$ cat src/rtl/ex_mem_skid.sv
// ex_mem_skid: two-entry EX->MEM skid buffer with registered upstream stall, flush kill and bubble counter.
// Optional macro FLUSH_ID_EN: flush keeps entries whose fetchID matches i_flush_id.
module ex_mem_skid #(
  parameter int DW = 269,
  parameter int FID_LSB = 0,
  parameter int CNTW = 16
) (
  input  logic            clk,
  input  logic            rst,
  input  logic [DW-1:0]   i_data,
  input  logic            i_v,
  output logic            o_stall_up,
  output logic [DW-1:0]   o_data,
  output logic            o_v,
  input  logic            i_stall_dn,
  input  logic            i_flush,
  input  logic [3:0]      i_flush_id,
  output logic [CNTW-1:0] o_bubble_cnt
);
  typedef enum logic [1:0] {EMPTY, MAIN, FULL} state_t;
  state_t state_q, state_d;
  logic [DW-1:0] m_q, m_d, s_q, s_d;
  logic [CNTW-1:0] cnt_q, cnt_d;
  logic acc, con;
`ifdef FLUSH_ID_EN
  logic m_ok, s_ok;
`else
  logic unused_fid;
  assign unused_fid = ^i_flush_id;
`endif
  assign o_v = state_q != EMPTY;
  assign o_stall_up = state_q == FULL;
  assign o_data = m_q;
  assign o_bubble_cnt = cnt_q;
  always_comb begin
    acc = i_v & ~o_stall_up & ~i_flush;
    con = o_v & ~i_stall_dn;
    state_d = state_q;
    m_d = m_q;
    s_d = s_q;
    cnt_d = (!o_v && cnt_q != '1) ? cnt_q + 1'b1 : cnt_q;
`ifdef FLUSH_ID_EN
    m_ok = o_v & ~con & (m_q[FID_LSB+:4] == i_flush_id);
    s_ok = o_stall_up & (s_q[FID_LSB+:4] == i_flush_id);
`endif
    if (i_flush) begin
`ifdef FLUSH_ID_EN
      state_d = (m_ok && s_ok) ? FULL : (m_ok || s_ok) ? MAIN : EMPTY;
      m_d = (!m_ok && s_ok) ? s_q : m_q;
`else
      state_d = EMPTY;
`endif
    end else begin
      case (state_q)
        EMPTY: if (acc) begin
          state_d = MAIN;
          m_d = i_data;
        end
        MAIN: if (acc && con) m_d = i_data;
        else if (acc) begin
          state_d = FULL;
          s_d = i_data;
        end else if (con) state_d = EMPTY;
        FULL: if (con) begin
          state_d = MAIN;
          m_d = s_q;
        end
        default: state_d = EMPTY;
      endcase
    end
  end
  always_ff @(posedge clk or posedge rst) begin
    if (rst) begin
      state_q <= EMPTY;
      cnt_q <= '0;
    end else begin
      state_q <= state_d;
      cnt_q <= cnt_d;
    end
  end
  always_ff @(posedge clk) begin
    m_q <= m_d;
    s_q <= s_d;
  end
endmodule

$ cat config.mk
export PLATFORM = sky130hd
export DESIGN_NAME = ex_mem_skid
export DESIGN_NICKNAME = d
export VERILOG_FILES = /design/src/rtl/ex_mem_skid.sv
export SDC_FILE = /design/constraint.sdc
export NUM_CORES = 1
export LEC_CHECK = 0
export BUFFER_PORTS_ARGS = -buffer_cell sky130_fd_sc_hd__buf_2
export CAP_MARGIN = 20
export CORE_UTILIZATION = 30
export DETAILED_ROUTE_END_ITERATION = 16
export HOLD_SLACK_MARGIN = 0.02
export PLACE_DENSITY = 0.5
export SYNTH_ARGS = -nofsm -noshare
export SYNTH_HDL_FRONTEND = slang
export SYNTH_SLANG_ARGS = --single-unit
$ cat constraint.sdc
create_clock -name clk -period 19.89 [get_ports clk]
set_clock_uncertainty 0.2 [all_clocks]
set_input_delay 1.989 -clock clk [delete_from_list [all_inputs] [get_ports clk]]
set_output_delay 1.989 -clock clk [all_outputs]
set_load 0.005 [all_outputs]
==> reports/qor.csv <==
metric,value,unit
outcome,"complete, no violations",
PostCTS Resize Cnt,0,
fmax,0.2006,GHz
dpl cells,2882,
global-route wire length before repair,79410,um
hold path start,s_q[28]$_DFFE_PP_,
TritonCTS buffer count,60,
crit share post-route,0.2507,
sequential power share,0.515,
mux cell area share after synthesis,0.001040,
initial antenna violation count,18,
Worst Setup EP,s_q[137]$_DFFE_PP_,
critical path launch point type,input pin,
Worst-path clk slew,0.06,ns
H-Tree Depth,2,
Vias/cell,4.321,
Final Setup Violations,0,
Crit Path Max Fanout,70,
Psw,0.5753,mW
Starting Density,0.3041,
GR Util All Layers,0.1487,
Die Y-Extent,263.1,um
Root Driver,clkbuf_16,
die width,263.1,um
reg-to-reg endpoint,s_q[137]$_DFFE_PP_,
Remaining DRCs,0,
part of the power in combinational logic,0.066,
CTS tree,built,
cells on worst reg2reg path,4,
critical path launch point,i_flush,
die area,69230,sq um
placed inst area,24190,sq um
final net count,2350,
post-synthesis cell count,1497,
final wirelength,53030,um
post-synthesis register bit count,556,
Worst Hold Class,reg2reg,
via count,12960,
HPWL Detailed,35120,um
port buffer count,560,
area share of fa/ha/maj cells after synthesis,0.0006117,
Syn Nets,1776,
WP data required,19.91,ns
crit path kind,in2reg,
Pre-antenna DRT Iters,5,
Worst VDD drop,72.37,uV
Clock Latency Late Sink,0.61,ns
"Remaining Overflow, GRT",0,
Pwr Density,101.7,nW/um^2
part of the power in the clock network,0.419,
worst-margin pin slew,1.085,ns
WP data arrival,5.01,ns
post-route cell area,26180,sq um
Wirelength per Cell,17.68,um
synthesized area per cell,13.66,sq um
clk buf depth,3,
Post-CTS Setup Repair Bufs,0,
clock tree sinks,556,
Initial DRC Count,642,
Synth Area in Compound Gates,0.005444,
Sw Ratio,0.2160,
Slew Limit Fails,0,
largest net degree at the start of global routing,142,
area delta synth->final,28.00,%
"Seq/Total Area, Yosys",0.8118,
R2R setup slack,15.86,ns
P_leak,10.93,nW
Final min period,4.986,ns
yosys warns,0,
Power Internal,2.088,mW
synthesized area,20460,sq um
Rows,95,
DRT antenna net count,0,
vias in the first global route,13030,
Non-Filler Instances,3000,
unrepaired setup endpoints after global routing,no,
critical path endpoint category,flop,
Core Footprint,67280,sq um
# IOs,565,
largest family of logic cells by synthesized area,simple AND/OR/NAND/NOR gates,
hold buffers post-CTS,0,
Final TNS setup,0,ns
"Hold Vio Cnt, Final",0,
# Max-Cap Violations,0,
relative slew slack,0.2765,
FF-to-FF Start,state_q[1]$_DFFE_PP0P_,
share of cells above drive strength 1,0.3151,
simple-gate portion of the synthesized area,0.1614,
Cell variety after synth,33,
gpl congestion,0.7966,
Synth Area in XOR/XNOR,0.004710,
-- layout make-up --
cell class / count / area [sq um]
Sequential cell: 556 / 16610
Inverter: 4 / 22.52
Multi-Input combinational cell: 877 / 3566
Antenna cell: 10 / 25.02
Clock buffer: 80 / 1649
Timing Repair Buffer: 572 / 2905
Fill cell: 6492 / 41090
Tap cell: 873 / 1092
Clock inverter: 28 / 316.6
-- state kept, by name, indices dropped and copies added, names as in the netlist --
register      flops
o_bubble_cnt     16
state_q           2
s_q             269
o_data          269
-- cells in the final DEF, fill, tap and decap left out, drive strengths merged, types with 5 or more instances in the layout --
master  instances
edfxtp        538
clkbuf         80
nand2         810
nand2b          5
inv             6
and3            7
clkinv         19
diode          10
bufinv          7
buf           572
xnor2          10
a21oi           6
dfrtp          18
nor2            9
-- power by group through the flow --
stage                     Clock (mW)  Combinational (mW)  Sequential (mW)
after CTS                       1.15               0.180             1.37
after floorplan                    0              0.0691             1.42
after detailed placement           0               0.179             1.40
after global placement             0               0.176             1.39
after global routing            1.19               0.196             1.38
final                           1.12               0.175             1.37
-- cells by family (layout without fill, tap and decap cells) --
kind of cell,count (synthesis),in the layout
and+or+nand+nor,846,846
DFF,556,556
buffers and inverters,64,684
AOI/OAI and AO/OA,17,17
xor gates and xnor gates,11,11
muxes,2,2
adders and majority gates,1,1
other,0,10
-- synth_stat cells --
| master | count | area share |
|---|---|---|
| o2111ai_1 | 2 | 0.00086 |
| nand2_1 | 810 | 0.15 |
| o21ai_0 | 1 | 0.00024 |
| inv_2 | 2 | 0.00037 |
| nand2b_1 | 5 | 0.0015 |
| buf_2 | 50 | 0.012 |
| a31oi_1 | 3 | 0.00092 |
| clkbuf_1 | 4 | 0.00073 |
| xor2_1 | 1 | 0.00043 |
| and4_1 | 3 | 0.0013 |
| dfrtp_1 | 18 | 0.022 |
| and2_1 | 2 | 0.00061 |
| buf_1 | 5 | 0.00092 |
| mux2_1 | 1 | 0.00055 |
| nand3_1 | 3 | 0.00073 |
| edfxtp_1 | 538 | 0.79 |
| or2_0 | 1 | 0.00031 |
| o211ai_1 | 3 | 0.0011 |
| nand4_1 | 1 | 0.00031 |
| nor2_1 | 8 | 0.0015 |
| a21oi_1 | 6 | 0.0015 |
| inv_1 | 2 | 0.00037 |
| a41oi_1 | 1 | 0.00043 |
| nand4_4 | 2 | 0.0021 |
| ha_1 | 1 | 0.00061 |
| mux2i_1 | 1 | 0.00049 |
| o21ai_2 | 1 | 0.00043 |
| buf_4 | 1 | 0.00037 |
| nor2_4 | 1 | 0.00055 |
| xnor2_1 | 10 | 0.0043 |
| nand3b_1 | 2 | 0.00073 |
| nor4_4 | 1 | 0.0010 |
| and3_1 | 7 | 0.0021 |
-- worst min-delay path by stage --
stage	to	slack [ns]	cells after the start
after global routing	o_data[21]$_DFFE_PP_	0.32	2
final	o_data[28]$_DFFE_PP_	0.30	2
after global placement	o_data[14]$_DFFE_PP_	0.29	2
after detailed placement	o_data[20]$_DFFE_PP_	0.29	2
after floorplan	o_data[0]$_DFFE_PP_	0.28	2
after CTS	o_data[249]$_DFFE_PP_	0.30	2
-- routing by layer --
layer  share of wire  vias to the layer above  track usage
met5          0.0018                        -            0
met4           0.032                       14      0.05563
met3           0.084                      106      0.05565
met2            0.50                      413       0.2551
met1            0.38                     6154       0.1678
li1                -                     6276            -
-- per-stage QoR --
stage               setup WS [ns]    util  power (mW)  hold WS [ns]
floorplan                   5.230       -       1.485        0.2836
global placement            14.25  0.3596       1.569        0.2896
detailed placement          14.18  0.3596       1.574        0.2927
CTS                         14.86  0.3888       2.705        0.3025
global route                14.69  0.3891       2.765        0.3176
finish                      14.90  0.3892       2.663        0.3010
-- worst max-delay path, cell delays in order --
cell and delay [ns]:
buf_2 0.13, nand2b_1 0.19, nor2_4 0.77, buf_4 0.86, buf_4 0.90
Note: power is estimated with default switching activity, not from simulation.
